$ cat config.mk
export PLATFORM = sky130hd
export DESIGN_NAME = spi_csr_bridge
export DESIGN_NICKNAME = d
export VERILOG_FILES = /design/src/rtl/spi_csr_bridge.sv
export SDC_FILE = /design/constraint.sdc
export NUM_CORES = 1
export LEC_CHECK = 0
export CORE_MARGIN = 2
export CORE_UTILIZATION = 52
export DETAILED_ROUTE_END_ITERATION = 8
export MAX_ROUTING_LAYER = met4
export PLACE_DENSITY = 0.79
export SKIP_LAST_GASP = 1
export SYNTH_ARGS = -nofsm -noshare
export SYNTH_HDL_FRONTEND = slang
export SYNTH_SLANG_ARGS = --single-unit
$ cat constraint.sdc
create_clock -name clk -period 2 [get_ports clk]
set_input_delay 0.5 -clock clk [delete_from_list [all_inputs] [get_ports clk]]
set_output_delay 0.5 -clock clk [all_outputs]
set_load 0.01 [all_outputs]
$ cat src/rtl/spi_csr_bridge.sv
// SPI slave (mode 0, MSB first) to 8-bit CSR strobe bridge for the cdbus core.
// The system clock oversamples sck, nss and sdi. There is no sck-clocked logic.
// Transaction: one header byte (bit7 = write, low bits = address), then data bytes.
// Writes strobe once per byte. Reads prefetch one byte ahead, so N bytes cost N+1 reads.
module spi_csr_bridge #(
    parameter int unsigned ADDR_WIDTH  = 5,
    parameter int unsigned SYNC_STAGES = 2
) (
    input  logic                  clk,
    input  logic                  reset_n,
    input  logic                  sck,
    input  logic                  nss,
    input  logic                  sdi,
    output logic                  sdo,
    output logic                  chip_select,
    output logic [ADDR_WIDTH-1:0] csr_address,
    output logic                  csr_read,
    input  logic [7:0]            csr_readdata,
    output logic                  csr_write,
    output logic [7:0]            csr_writedata
);

    typedef enum logic [1:0] {
        ST_IDLE,
        ST_HDR,
        ST_WR,
        ST_RD
    } state_e;

    logic [SYNC_STAGES-1:0] sck_sync_q, sck_sync_d;
    logic [SYNC_STAGES-1:0] nss_sync_q, nss_sync_d;
    logic [SYNC_STAGES-1:0] sdi_sync_q, sdi_sync_d;
    logic                   sck_dly_q, sck_dly_d;
    logic                   nss_dly_q, nss_dly_d;

    state_e                 state_q, state_d;
    logic [2:0]             cnt_q, cnt_d;
    logic [6:0]             rx_q, rx_d;
    logic [7:0]             tx_q, tx_d;
    logic                   load_q, load_d;
    logic [ADDR_WIDTH-1:0]  addr_q, addr_d;
    logic [7:0]             wdata_q, wdata_d;
    logic                   rd_q, rd_d;
    logic                   wr_q, wr_d;

    logic                   sck_s, nss_s, sdi_s;
    logic                   sck_rise, sck_fall, nss_rise, nss_fall;
    logic                   byte_done;
    logic [7:0]             byte_val;

    // Synchroniser shift chains and the one-cycle delayed copies for edge detection
    always_comb begin
        sck_sync_d    = sck_sync_q;
        nss_sync_d    = nss_sync_q;
        sdi_sync_d    = sdi_sync_q;
        sck_sync_d[0] = sck;
        nss_sync_d[0] = nss;
        sdi_sync_d[0] = sdi;
        for (int unsigned i = 1; i < SYNC_STAGES; i++) begin
            sck_sync_d[i] = sck_sync_q[i-1];
            nss_sync_d[i] = nss_sync_q[i-1];
            sdi_sync_d[i] = sdi_sync_q[i-1];
        end
        sck_dly_d = sck_sync_q[SYNC_STAGES-1];
        nss_dly_d = nss_sync_q[SYNC_STAGES-1];
    end

    // Edge detection on the synchronised pins
    always_comb begin
        sck_s    = sck_sync_q[SYNC_STAGES-1];
        nss_s    = nss_sync_q[SYNC_STAGES-1];
        sdi_s    = sdi_sync_q[SYNC_STAGES-1];
        sck_rise = sck_s & ~sck_dly_q;
        sck_fall = ~sck_s & sck_dly_q;
        nss_rise = nss_s & ~nss_dly_q;
        nss_fall = ~nss_s & nss_dly_q;
    end

    // Next-state, byte assembly, strobe scheduling and tx shifting
    always_comb begin
        state_d   = state_q;
        cnt_d     = cnt_q;
        rx_d      = rx_q;
        tx_d      = tx_q;
        addr_d    = addr_q;
        wdata_d   = wdata_q;
        rd_d      = 1'b0;
        wr_d      = 1'b0;
        load_d    = rd_q;
        byte_val  = {rx_q, sdi_s};
        byte_done = sck_rise && (cnt_q == 3'd7);

        if (state_q != ST_IDLE && sck_rise) begin
            cnt_d = cnt_q + 3'd1;
            rx_d  = byte_val[6:0];
        end

        case (state_q)
            ST_IDLE: begin
                cnt_d = '0;
                rx_d  = '0;
                if (nss_fall) begin
                    state_d = ST_HDR;
                end
            end
            ST_HDR: begin
                if (byte_done) begin
                    addr_d = byte_val[ADDR_WIDTH-1:0];
                    if (byte_val[7]) begin
                        state_d = ST_WR;
                    end else begin
                        state_d = ST_RD;
                        rd_d    = 1'b1;
                    end
                end
            end
            ST_WR: begin
                if (byte_done) begin
                    wdata_d = byte_val;
                    wr_d    = 1'b1;
                end
            end
            ST_RD: begin
                if (byte_done) begin
                    rd_d = 1'b1;
                end
            end
            default: state_d = ST_IDLE;
        endcase

        // The fall right after the 8th rise (counter wrapped to 0) must not shift,
        // because the prefetched byte is already loaded by then. Bit 0 stays held.
        if (load_q) begin
            tx_d = csr_readdata;
        end else if (state_q == ST_RD && sck_fall && cnt_q != 3'd0) begin
            tx_d = {tx_q[6:0], 1'b0};
        end

        // A deselect overrides a byte completing in the same cycle.
        if (nss_rise) begin
            state_d = ST_IDLE;
            cnt_d   = '0;
            rx_d    = '0;
            addr_d  = addr_q;
            wdata_d = wdata_q;
            rd_d    = 1'b0;
            wr_d    = 1'b0;
        end
    end

    // State and datapath registers. Synchronisers reset low, so a held-low nss is not an edge.
    always_ff @(posedge clk or negedge reset_n) begin
        if (!reset_n) begin
            sck_sync_q <= '0;
            nss_sync_q <= '0;
            sdi_sync_q <= '0;
            sck_dly_q  <= 1'b0;
            nss_dly_q  <= 1'b0;
            state_q    <= ST_IDLE;
            cnt_q      <= '0;
            rx_q       <= '0;
            tx_q       <= '0;
            load_q     <= 1'b0;
            addr_q     <= '0;
            wdata_q    <= '0;
            rd_q       <= 1'b0;
            wr_q       <= 1'b0;
        end else begin
            sck_sync_q <= sck_sync_d;
            nss_sync_q <= nss_sync_d;
            sdi_sync_q <= sdi_sync_d;
            sck_dly_q  <= sck_dly_d;
            nss_dly_q  <= nss_dly_d;
            state_q    <= state_d;
            cnt_q      <= cnt_d;
            rx_q       <= rx_d;
            tx_q       <= tx_d;
            load_q     <= load_d;
            addr_q     <= addr_d;
            wdata_q    <= wdata_d;
            rd_q       <= rd_d;
            wr_q       <= wr_d;
        end
    end

    // Output decode. In the load cycle sdo forwards bit7 straight from csr_readdata.
    always_comb begin
        chip_select   = (state_q != ST_IDLE);
        sdo           = 1'b0;
        if (state_q == ST_RD) begin
            sdo = load_q ? csr_readdata[7] : tx_q[7];
        end
        csr_address   = addr_q;
        csr_writedata = wdata_q;
        csr_read      = rd_q;
        csr_write     = wr_q;
    end

endmodule

==> results of run 1 <==
==> final cells by class <==
| class | count | area [um2] | share of cell area [%] |
|---|---|---|---|
| Timing Repair Buffer | 35 | 331.6 | 14.72 |
| Clock inverter | 3 | 42.54 | 1.889 |
| Inverter | 6 | 22.52 | 1.000 |
| Clock buffer | 5 | 37.54 | 1.667 |
| Tap cell | 46 | 57.56 | 2.556 |
| Sequential cell | 44 | 1102 | 48.94 |
| Multi-Input combinational cell | 97 | 658.1 | 29.22 |
==> kinds of logic (layout without fill, tap and decap cells) <==
kind of cell	count (synthesis)	after routing	share of synthesized area (%)
buffers and inverters	12	49	2.766
multiplexers	14	14	8.645
AO/OA/AOI/OAI	35	35	10.30
adder cells (fa/ha/maj)	4	4	2.766
XOR/XNOR	1	1	0.4842
flip-flops	44	44	60.86
AND/OR/NAND/NOR	43	43	14.18
==> metal layers <==
metal	global-route usage [%]	share of wire [%]
met3	6.486	6.3
met1	23.46	44
met5	-	0
met4	5.833	1.3
met2	31.25	49
==> repair_timing <==
action	in CTS	in global routing
endpoints found under the setup margin	2	1
gates cloned	0	0
buffers inserted	0	2
resized for setup	2	1
pin swaps	0	0
==> through the flow <==
stage	setup slack, ps	utilization, %	power (mW)	area [um2]	std cells
after floorplan	434.8	-	0.9933	1809	153
after global placement	-154.5	64.57	1.053	2155	226
after detailed placement	-172.9	64.57	1.059	2155	226
after CTS	-150.3	66.97	1.598	2235	234
after global routing	45.46	67.49	1.664	2252	236
final	97.38	67.49	1.594	2252	236
==> where the power goes <==
part / internal (mW) / switching (mW)
Clock: 0.261 / 0.278
Combinational: 0.0607 / 0.0753
Sequential: 0.907 / 0.0124
==> worst paths after layout <==
check	depth (start not counted)	endpoint
max in group asynchronous	2	nss_dly_q
worst max-delay path	4	sdo
min in group clk	0	sck_sync_q[1]
worst min-delay path	1	cnt_q[1]
worst min register to register	0	sck_sync_q[1]
worst max register to register	5	csr_writedata[7]
==> sequential cells by signal, summed over array words and instances (netlist names) <==
signal	flops
csr_address	5
nss_dly_q	1
state_q	2
csr_read	1
csr_writedata	8
sdi_sync_q	2
rx_q	7
cnt_q	3
nss_sync_q	2
load_q	1
tx_q	8
csr_write	1
sck_sync_q	2
sck_dly_q	1
==> synthesized netlist by cell type (all sizes together) <==
library cell	number
dfrtp	44
mux2i	1
nor2	2
and2b	1
clkbuf	4
ha	4
o21ai	10
buf	2
or2	1
nand2b	4
and4b	1
a31oi	7
nand3b	1
mux2	13
nor2b	8
and4bb	1
nand3	1
a21oi	17
nand4b	1
and3	1
o31ai	1
inv	6
or3	1
nand2	20
xnor2	1
==> run_results.csv, run 1 <==
group,metric,value,unit
route,drtIter0Drc,54,
floorplanning,fp.dieW,62.99,um
power_and_ir_drop,cellPowerDensity,707.8,mW/mm2
global_routing,grt_pass1_vias,1283,
floorplanning,io_pins,30,
cts,cts_tree,"built",
global_routing,antenna_found_initial,0,
worst_setup_path,cp_slowest_cell,"clkdlybuf4s50_1",
final_layout,area_delta_synth_final,24.48,%
placed_design,numPortBuffers,29,
synth,avgSynthCellArea,11.83,um2
placed_design,place_hpwl,2338,um
power_and_ir_drop,p_leak,1.020,nW
synth,ys_seq_elements,44,
synth,yosysTopAreaCellShare,60.86,%
final_layout,diodes,0,
worst_setup_path,cp_slowest_stage_delay,480,ps
timing,finClkSkew,15.41,ps
timing,finalSetupTns,0,ps
route,first_pass_iters,4,
worst_setup_path,worstSetupStartpointType,"input pin",
cts,htreeDepth,2,
floorplanning,initial_core_util,54.22,%
floorplanning,core,0.003337,mm2
synth,synth_fp_nets,170,
global_routing,grt_max_degree,29,
cts,clock_latency,360,ps
floorplanning,die_height,62.99,um
final_layout,fin_nets,206,
timing,rsz0062_at_grt,"false",
timing,finalHoldViolCount,0,
floorplanning,die-area,0.003967,mm2
synth,synth.area.top_cells,"dfrtp_1 (61%), mux2_2 (8.1%), a21oi_1 (4.7%)",
cts,cts.clk_slew.worst_paths,130,ps
placed_design,gp_congestion,0.7828,
timing,worst_pin_slew,606.8,ps
route,vias,1264,
power_and_ir_drop,irDropWorstVdd,527.0,uV
worst_setup_path,crit_type,"in -> out",
global_routing,gr-total-overflow,0,
synth,synth_warnings,0,
timing,setup_viol,0,
synth,synth.cell_area,0.001809,mm2
synth,seq_area_frac_synth,60.86,%
worst_setup_path,critPathMaxFanout,2,
route,wire_per_inst,14.05,um
final_layout,num-fill-cells,271,
worst_setup_path,setup.worst_path.start,"csr_readdata[7]",
worst_setup_path,crit_required,1500,ps
synth,synthCells,153,
timing,slew_viol_final,0,
cts,clock_sinks,44,
timing,min_period,1903,ps
cts,clock-root-buffer,"clkbuf_4",
route,drc,0,
floorplanning,placementRows,21,
timing,fmax,525.6,MHz
final_layout,final_cell_mix,"dfrtp_1 (43), clkdlybuf4s50_1 (26), nand2_1 (20), a21oi_1 (17), mux2_2 (13)",
route,routed_wl,3315,um
synth,yosysTopAreaCell,"dfrtp_1",
worst_setup_path,cp_top_family,"buffers and inverters",
route,drtAntennaViolNets,0,
worst_setup_path,worstPathArrival,1400,ps
route,via_per_inst,5.356,
global_routing,gr-usage-all-layers,19.47,%
hold_path,hold_class,"in -> async",
cts,cts_buffers,5,
final_layout,final_layout_size_suffix_gt1_share,17.37,%
worst_setup_path,reg2reg_setup_slack,300,ps
worst_setup_path,cp-end-kind,"output port",
worst_setup_path,crit_buf_inv,2,
final_layout,final_common_cell,"dfrtp_1",
cts,cts_hold_buf,0,
timing,slew_headroom,59.54,%
worst_setup_path,r2r-start,"cnt_q[0]",
global_routing,grt_pass1_wl,5858,um
synth,ys_types,26,
flow_run,maxCapViolCount,0,
worst_setup_path,crit_chain,"clkdlybuf4s50_1 > mux2i_1 > nor2_1 > dlygate4sd2_1",
timing,final.period_utilization,95.13,%
timing,fin_hold_ws,131.1,ps
cts,clock_path_buffers,2,
status,status,"completed",
Power figures use the tool's default switching activity.
==> inputs of run 2 (changes only) <==
--- a/config.mk
+++ b/config.mk
@@ -8,6 +8,7 @@
 export CORE_MARGIN = 2
 export CORE_UTILIZATION = 52
 export DETAILED_ROUTE_END_ITERATION = 8
+export HOLD_SLACK_MARGIN = 0.15
 export MAX_ROUTING_LAYER = met4
 export PLACE_DENSITY = 0.79
 export SKIP_LAST_GASP = 1
==> run 2 against run 1 <==
Net effect:
- clock power barely moved
- register-to-register slack hardly changed
- count of clock-buffer cells in the layout stayed put
- core utilization is 0.30 points higher
- die area unchanged
- critical path type unchanged
- sequential share of layout area down 0.22 points
- non-clock buffer count up 1
- cell area up 0.44%
- clock skew about the same
- largest cell class unchanged
- via count rose by 0.71%
- combinational power is essentially flat
==> run_results.csv, run 2 (same netlist as run 1, synthesis figures left out) <==
group,metric,value,unit
global_routing,gr-usage-all-layers,19.55,%
timing,rsz0062_at_grt,"false",
timing,setup_viol,0,
global_routing,antenna_found_initial,0,
cts,cts.clk_slew.worst_paths,110,ps
worst_setup_path,cp_top_family,"buffers and inverters",
route,via_per_inst,5.371,
final_layout,fin_nets,207,
placed_design,place_hpwl,2338,um
hold_path,hold_class,"reg -> reg",
floorplanning,initial_core_util,54.22,%
route,vias,1273,
timing,finClkSkew,15.29,ps
floorplanning,placementRows,21,
worst_setup_path,r2r-start,"cnt_q[0]",
final_layout,fin_cells,237,
worst_setup_path,cp-end-kind,"output port",
route,first_pass_iters,4,
floorplanning,core,0.003337,mm2
worst_setup_path,critPathMaxFanout,2,
worst_setup_path,crit_buf_inv,2,
timing,min_period,1906,ps
placed_design,pre_cts_ws,-172.9,ps
timing,slew_viol_final,0,
hold_path,whs_path_depth,0,
cts,clock_latency,360,ps
timing,slew_headroom,59.39,%
worst_setup_path,worstPathArrival,1410,ps
floorplanning,fp.dieW,62.99,um
worst_setup_path,cp_slowest_stage_delay,480,ps
cts,clock_sinks,44,
cts,cts_buffers,5,
worst_setup_path,setup.worst_path.start,"csr_readdata[7]",
status,status,"completed",
final_layout,final_util,67.79,%
route,drtAntennaViolNets,0,
final_layout,final_layout_size_suffix_gt1_share,17.28,%
power_and_ir_drop,irDropWorstVdd,526.7,uV
route,drc,0,
global_routing,grt_pass1_wl,5885,um
global_routing,grt_pass1_vias,1295,
final_layout,diodes,0,
global_routing,gr-total-overflow,0,
worst_setup_path,reg2reg_setup_slack,300,ps
worst_setup_path,timing.rr.end,"csr_writedata[7]",
route,drtIter0Drc,63,
power_and_ir_drop,p_leak,1.024,nW
final_layout,final_cell_mix,"dfrtp_1 (43), clkdlybuf4s50_1 (26), nand2_1 (20), a21oi_1 (17), mux2_2 (13)",
placed_design,gp_congestion,0.7828,
final_layout,final_common_cell,"dfrtp_1",
timing,fmax,524.6,MHz
route,routed_wl,3325,um
hold_path,hp-start,"sck_sync_q[0]",
power_and_ir_drop,cellPowerDensity,705.4,mW/mm2
timing,setup_slack,93.63,ps
placed_design,dp_cells,226,
worst_setup_path,crit_chain,"clkdlybuf4s50_1 > mux2i_1 > nor2_1 > dlygate4sd2_1",
worst_setup_path,worstSetupStartpointType,"input pin",
hold_path,hold-path-endpoint,"sck_sync_q[1]",
timing,fin_hold_ws,360.1,ps
flow_run,maxCapViolCount,0,
worst_setup_path,r2r_cells,5,
cts,clock_path_buffers,2,
placed_design,numPortBuffers,29,
worst_setup_path,cp_slowest_cell,"clkdlybuf4s50_1",
timing,worst_pin_slew,609.1,ps
floorplanning,io_pins,30,
cts,clock-root-buffer,"clkbuf_4",
route,wire_per_inst,14.03,um
final_layout,area_delta_synth_final,25.03,%
timing,final.period_utilization,95.32,%
floorplanning,die_height,62.99,um
cts,htreeDepth,2,
worst_setup_path,crit_type,"in -> out",
global_routing,grt_max_degree,29,
cts,cts_tree,"built",
worst_setup_path,crit_required,1500,ps
timing,finalHoldViolCount,0,
power_and_ir_drop,power.total,1.596,mW
floorplanning,die-area,0.003967,mm2
==> run 2: stage by stage <==
stage / setup TNS, ps / area [um2]
after floorplan: 0 / 1809
after global placement: -154.5 / 2155
after detailed placement: -172.9 / 2155
after CTS: -150.3 / 2245
after global routing: 0 / 2262
final: 0 / 2262
==> run 2: final cells by class <==
class                      count  area [um2]
tap                           46       57.56
clock inverter                 3       42.54
fill                         270        1075
multi-input combinational     97       658.1
clock buffer                   5       37.54
sequential                    44        1102
inverter                       6       22.52
timing repair buffer          36       341.6
==> run 2: layer usage <==
| layer | global-route usage, % | part of all wire [%] | vias to the layer above |
|---|---|---|---|
| met5 | - | 0 | - |
| li1 | - | - | 599 |
| met4 | 5.833 | 1.3 | 0 |
| met2 | 31.52 | 49 | 44 |
| met3 | 6.486 | 6.0 | 7 |
| met1 | 23.46 | 44 | 623 |
==> run 2: timing repair <==
action,CTS,global route
hold buffers,1,0
setup endpoints to repair,2,1
endpoints found under the hold margin,13,0
setup buffers,0,2
gates resized for setup,2,1
==> run 2: worst max path at each step <==
stage                  endpoint  slack, ps  depth (start not counted)
2_1_floorplan  csr_writedata[0]        430                          5
3_3_place_gp                sdo       -150                          4
3_5_place_dp                sdo       -170                          4
4_1_cts             chip_select       -150                          2
5_1_grt                     sdo         50                          4
6_report                    sdo         90                          4
==> run 2: worst register-to-register path: stages (launching register included) <==
cell and delay (ps):
dfrtp_1 440, ha_1 220, ha_1 200, and4bb_4 240, nand3b_4 150, mux2_2 360
==> run 2: where the power goes <==
part	internal, mW	total (mW)	switching, mW	leakage, nW
Sequential	0.907	0.919	0.0124	0.551
Clock	0.261	0.539	0.278	0.0412
Combinational	0.0621	0.138	0.0756	0.432
